### src/rtl/pipe_imem_loader_pkg.sv
// Shared constants and types for the UART instruction-memory loader.
package pipe_imem_loader_pkg;

  localparam logic [7:0] LOADER_MAGIC = 8'hA5;
  localparam int unsigned CSUM_W = 8;

  typedef enum logic [2:0] {
    ST_IDLE   = 3'd0,
    ST_CNT_LO = 3'd1,
    ST_CNT_HI = 3'd2,
    ST_DATA   = 3'd3,
    ST_CSUM   = 3'd4
  } loader_state_e;

  // Running modulo-256 sum of the data bytes.
  function automatic logic [CSUM_W-1:0] csum_add(input logic [CSUM_W-1:0] acc,
                                                 input logic [7:0] data_byte);
    return acc + data_byte;
  endfunction

endpackage

### src/rtl/pipe_imem_loader_word_pack.sv
// Packs little-endian bytes into 32-bit words; the packed word and its
// ready pulse appear the cycle after the fourth byte is accepted.
module loader_word_pack (
  input  logic        clock,
  input  logic        resetn,
  input  logic        clear_i,
  input  logic        byte_valid_i,
  input  logic [7:0]  byte_i,
  output logic [1:0]  byte_idx_o,
  output logic        word_ready_o,
  output logic [31:0] word_o
);

  logic [1:0]  idx_q;
  logic [31:0] shift_q;
  logic        ready_q;
  logic [31:0] word_q;

  // Byte index, shift assembler and completed-word register.
  always_ff @(posedge clock) begin
    if (!resetn) begin
      idx_q   <= 2'd0;
      shift_q <= 32'h0;
      ready_q <= 1'b0;
      word_q  <= 32'h0;
    end else if (clear_i) begin
      // A partial word is thrown away; the last written word stays visible.
      idx_q   <= 2'd0;
      shift_q <= 32'h0;
      ready_q <= 1'b0;
    end else begin
      ready_q <= byte_valid_i && (idx_q == 2'd3);
      if (byte_valid_i) begin
        shift_q <= {byte_i, shift_q[31:8]};
        idx_q   <= idx_q + 2'd1;
        if (idx_q == 2'd3) begin
          word_q <= {byte_i, shift_q[31:8]};
        end else begin
          word_q <= word_q;
        end
      end else begin
        shift_q <= shift_q;
        idx_q   <= idx_q;
      end
    end
  end

  assign byte_idx_o   = idx_q;
  assign word_ready_o = ready_q;
  assign word_o       = word_q;

endmodule

### src/rtl/pipe_imem_loader.sv
// Receives a framed byte stream from the UART, writes the packed words into
// instruction RAM and holds the CPU while the frame is in flight.
module pipe_imem_loader
  import pipe_imem_loader_pkg::*;
#(
  parameter int unsigned ADDR_W      = 6,
  parameter int unsigned TIMEOUT_CYC = 1000000
) (
  input  logic              clock,
  input  logic              resetn,
  input  logic [7:0]        rx_data,
  input  logic              rx_valid,
  output logic              imem_we,
  output logic [ADDR_W-1:0] imem_addr,
  output logic [31:0]       imem_wdata,
  output logic              cpu_hold,
  output logic              load_ok,
  output logic              load_err,
  output logic [15:0]       word_cnt
);

  localparam int unsigned TO_W = (TIMEOUT_CYC > 2) ? $clog2(TIMEOUT_CYC) : 1;
  localparam logic [TO_W-1:0] TO_LAST   = TO_W'(TIMEOUT_CYC - 1);
  localparam logic [16:0]     MAX_WORDS = 17'd1 << ADDR_W;

  loader_state_e      state_q;
  logic [7:0]         cnt_lo_q;
  logic [15:0]        count_q;
  logic [CSUM_W-1:0]  csum_q;
  logic [TO_W-1:0]    to_cnt_q;
  logic [ADDR_W-1:0]  addr_q;
  logic               hold_q;
  logic               ok_q;
  logic               err_q;
  logic [15:0]        word_cnt_q;

  logic               timeout_hit;
  logic               pack_valid;
  logic               pack_clear;
  logic [1:0]         byte_idx;
  logic [15:0]        count_in;

  assign timeout_hit = (state_q != ST_IDLE) && (to_cnt_q == TO_LAST);
  assign pack_valid  = rx_valid && (state_q == ST_DATA) && !timeout_hit;
  assign pack_clear  = timeout_hit || !resetn;
  assign count_in    = {rx_data, cnt_lo_q};

  loader_word_pack u_pack (
    .clock        (clock),
    .resetn       (resetn),
    .clear_i      (pack_clear),
    .byte_valid_i (pack_valid),
    .byte_i       (rx_data),
    .byte_idx_o   (byte_idx),
    .word_ready_o (imem_we),
    .word_o       (imem_wdata)
  );

  // Frame FSM with its timeout counter and all registered status outputs.
  always_ff @(posedge clock) begin
    if (!resetn) begin
      state_q    <= ST_IDLE;
      cnt_lo_q   <= 8'h00;
      count_q    <= 16'h0000;
      csum_q     <= '0;
      to_cnt_q   <= '0;
      addr_q     <= '0;
      hold_q     <= 1'b0;
      ok_q       <= 1'b0;
      err_q      <= 1'b0;
      word_cnt_q <= 16'h0000;
    end else if (timeout_hit) begin
      // Timeout wins over any byte arriving in the same cycle.
      state_q  <= ST_IDLE;
      to_cnt_q <= '0;
      hold_q   <= 1'b0;
      ok_q     <= 1'b0;
      err_q    <= 1'b1;
    end else begin
      if (state_q == ST_IDLE || rx_valid) begin
        to_cnt_q <= '0;
      end else begin
        to_cnt_q <= to_cnt_q + TO_W'(1);
      end

      if (rx_valid) begin
        case (state_q)
          ST_IDLE: begin
            if (rx_data == LOADER_MAGIC) begin
              state_q    <= ST_CNT_LO;
              hold_q     <= 1'b1;
              ok_q       <= 1'b0;
              err_q      <= 1'b0;
              word_cnt_q <= 16'h0000;
              csum_q     <= '0;
            end else begin
              state_q <= ST_IDLE;
            end
          end
          ST_CNT_LO: begin
            cnt_lo_q <= rx_data;
            state_q  <= ST_CNT_HI;
          end
          ST_CNT_HI: begin
            count_q <= count_in;
            if ({1'b0, count_in} > MAX_WORDS) begin
              state_q <= ST_IDLE;
              hold_q  <= 1'b0;
              err_q   <= 1'b1;
            end else if (count_in == 16'h0000) begin
              state_q <= ST_CSUM;
            end else begin
              state_q <= ST_DATA;
            end
          end
          ST_DATA: begin
            csum_q <= csum_add(csum_q, rx_data);
            if (byte_idx == 2'd3) begin
              addr_q     <= word_cnt_q[ADDR_W-1:0];
              word_cnt_q <= word_cnt_q + 16'd1;
              if (word_cnt_q + 16'd1 == count_q) begin
                state_q <= ST_CSUM;
              end else begin
                state_q <= ST_DATA;
              end
            end else begin
              state_q <= ST_DATA;
            end
          end
          ST_CSUM: begin
            state_q <= ST_IDLE;
            hold_q  <= 1'b0;
            if (rx_data == csum_q) begin
              ok_q <= 1'b1;
            end else begin
              err_q <= 1'b1;
            end
          end
          default: begin
            state_q <= ST_IDLE;
            hold_q  <= 1'b0;
          end
        endcase
      end else begin
        state_q <= state_q;
      end
    end
  end

  assign imem_addr = addr_q;
  assign cpu_hold  = hold_q;
  assign load_ok   = ok_q;
  assign load_err  = err_q;
  assign word_cnt  = word_cnt_q;

endmodule

### config.mk
export PLATFORM = sky130hd
export DESIGN_NAME = pipe_imem_loader
export DESIGN_NICKNAME = d
export VERILOG_FILES = /design/src/rtl/pipe_imem_loader_pkg.sv /design/src/rtl/pipe_imem_loader_word_pack.sv /design/src/rtl/pipe_imem_loader.sv
export SDC_FILE = /design/constraint.sdc
export NUM_CORES = 1
export LEC_CHECK = 0
export BUFFER_PORTS_ARGS = -buffer_cell sky130_fd_sc_hd__buf_2
export CORE_ASPECT_RATIO = 1.25
export CORE_MARGIN = 2
export CORE_UTILIZATION = 50
export DETAILED_ROUTE_END_ITERATION = 8
export GPL_ROUTABILITY_DRIVEN = 0
export HOLD_SLACK_MARGIN = 0.02
export PLACE_DENSITY_LB_ADDON = 0.05
export SLEW_MARGIN = 10
export SYNTH_ARGS = -nofsm -noshare
export SYNTH_HDL_FRONTEND = slang
export SYNTH_HIERARCHICAL = 1
export SYNTH_SLANG_ARGS = --single-unit
### constraint.sdc
create_clock -name clock -period 6.2 [get_ports clock]
set_input_delay 1.86 -clock clock [delete_from_list [all_inputs] [get_ports clock]]
set_output_delay 1.86 -clock clock [all_outputs]
set_load 0.05 [all_outputs]
==> run metrics <==
run status complete, no violations; Place WS between 1.5 and 2 ns; syn_nets 746; DR vias/cell between 5 and 6; CTS tree done; DR pass1 iterations 5; Yosys Warn Count 6; Synth Register Bits about 140; Leak Pwr ~3.1 nW; DP HPWL about 11,000 um; share of layout cells above drive strength 1 0.140; CP max stage delay 0.62 ns; top post-synthesis cells by area dfxtp_1, mux2i_1, nand2_1; CTS Buf Count 17; Setup Buffers After CTS 0; unrepaired setup endpoints after global routing false; ys async rst share 0; post-route ant nets 0; final hold violations 0; final WL about 16,000 um; CP endpoint kind flip-flop; CP top delay family simple AND/OR/NAND/NOR gates; CP max FO 14; Max Cap Viol 0; first-pass GRT wire length around 26,000 um; WP data required between 6 and 7 ns; clock sinks 139; post_cts resized 0; CP bufs+invs 1; starting density of the core 0.506; cells after synthesis 724; Vias ~5.3k; Setup Crit Path Kind input pin to flip-flop; port bufs between 60 and 70; dpl cells about 930; final worst setup slack ~2.2 ns; Ant. Diodes 0; GRT overflow 0; Tightest Pin Transition approximately 1.0 ns; Tcrit/Tclk final 0.645; Residual DRC 0; Die Width about 110 um; fillers between 1k and 1.5k; number of global-route vias before repair a little over 5k; design area between 0.007 and 0.008 mm2; core area approximately 0.013 mm2; Post-synth EDFFs 0; Area after DPL 0.00699 mm2; Synth-to-Final Area Change 14.7%; Non-Filler Instances 958; min cycle time layout around 4.0 ns; setup TNS 0 ns; Top FF cell, synth dfxtp_1; slowest CP cell a22oi_1; skew final around 0.011 ns; Peak VDD IR about 0.00016 V; clk slew on worst S/H paths around 0.06 ns; fin. max-slew vios 0; top cell type's share of synthesized area 0.420; number of DRC markers in iteration 0 around 230; clock root buffer clkbuf_16; pin count of the biggest net entering global routing 71; worst hold path type flip-flop to flip-flop; syn_area_per_cell between 9 and 10 um2; area of the mapped netlist roughly 0.0066 mm2; Seq. cell area roughly 0.0028 mm2; Worst setup SP type input pin; most common cell in the synthesized netlist dfxtp_1; power per cell area 261 mW/mm2; htree depth 4; die area approximately 0.014 mm2; sequential fraction of the synthesis area 0.420; Nets ~800; Max Root-Sink Buffers 2; floorplan row count 47; Synth top cells by count dfxtp_1, nand2_1, mux2i_1, nor2_1, nor2b_1; normalized max-slew margin 0.312; crit path cell chain buf_2 > or4_1 > nor3_1 > nand2_1 > a22oi_1 > a21boi_0 > o21a_1; cts hold-fix bufs 0; Arr. time, crit path approximately 4.3 ns; number of I/O pins ~70; Routed wire per std cell 16.2 um; DIE HEIGHT 133 um; initial antenna violation count 0; setup violators final 0; clock latency on the worst-skew pair roughly 0.42 ns; Synth cell types between 50 and 60; total global-route track usage 0.228; cell taking the most area after synthesis dfxtp_1; Fmax ~250 MHz; multi-input logic area 0.00360 mm2
## logic make-up (layout without fill, tap and decap cells)
kind of cell,count (synthesis),count (layout),share of synthesized area
multiplexers,91,91,0.137
adder cells (fa/ha/maj),11,11,0.0219
AND/OR/NAND/NOR,305,305,0.233
XOR/XNOR,48,48,0.0634
flip-flops,139,139,0.420
AO/OA/AOI/OAI,83,83,0.0878
buffers and inverters,47,110,0.0368
## sequential cells by signal, indices dropped and copies added (netlist names)
name / count
load_ok: 1
imem_addr: 6
u_pack/word_o: 32
cpu_hold: 1
u_pack/byte_idx_o: 2
to_cnt_q: 20
state_q: 3
cnt_lo_q: 8
load_err: 1
count_q: 16
word_cnt: 16
csum_q: 8
u_pack/word_ready_o: 1
u_pack/shift_q: 24
## power by group
part	switching, mW	total [mW]	internal (mW)
sequential	0.000114	0.893	0.893
clock	0.408	1.05	0.643
combinational	0.0313	0.0440	0.0128
total	0.440	1.99	1.55
## cells in the final DEF, fill, tap and decap left out, types with 4 or more instances in the layout
cell type,synthesis,final
nor2_1,66,66
nor4_1,6,6
xnor2_1,23,23
o21ai_0,15,15
xor2_1,25,25
a21boi_0,15,15
a21oi_1,12,12
and3_1,9,9
clkbuf_16,0,17
inv_6,0,6
buf_2,7,67
nand3_1,31,31
o21a_1,10,10
or4_1,7,7
or3_1,5,5
nand2_1,100,100
buf_4,5,4
a21o_1,6,6
inv_1,7,7
dfxtp_1,139,139
ha_1,10,10
nand4_1,7,7
nand4b_1,4,4
nor2b_1,32,32
mux2i_1,91,91
nor3_1,11,11
and2_1,7,7
## worst paths after layout
check	slack, ns	endpoint	startpoint	cells after the start
setup reg to reg	3.02	state_q[1]	word_cnt[0]	7
setup / recovery	2.20	word_cnt[8]	rx_data[1]	7
hold reg to reg	0.45	u_pack/word_o[3]	u_pack/word_o[3]	2
hold / removal	0.45	u_pack/word_o[3]	u_pack/word_o[3]	2
## worst min-delay path: cells and delay by family (launching register included)
family | cells | cell delay, ns
DFF | 1 | 0.31
and+or+nand+nor | 1 | 0.05
muxes | 1 | 0.05
## per-stage QoR
| stage | total power, mW | utilization | hold WS [ns] |
|---|---|---|---|
| CTS | 2.01 | 0.580 | 0.457 |
| finish | 1.99 | 0.580 | 0.452 |
| global route | 2.06 | 0.580 | 0.479 |
| detailed placement | 0.957 | 0.533 | 0.443 |
| floorplan | 0.941 | - | 0.430 |
| global placement | 0.956 | 0.533 | 0.441 |
## metal layers
| layer | vias to the layer above | share of wire | GRT usage |
|---|---|---|---|
| met5 | - | 0 | 0 |
| met4 | 0 | 0.026 | 0.0981 |
| met3 | 23 | 0.047 | 0.0626 |
| met2 | 130 | 0.49 | 0.378 |
| met1 | 2493 | 0.44 | 0.277 |
| li1 | 2613 | - | - |
## final cells by class
type	count	share of cell area
multi-input combinational	538	0.474
inverter	7	0.00346
timing repair buffer	71	0.0480
sequential	139	0.366
tap	171	0.0281
clock buffer	18	0.0564
clock inverter	14	0.0240
Note: power is estimated with default switching activity, not from simulation.
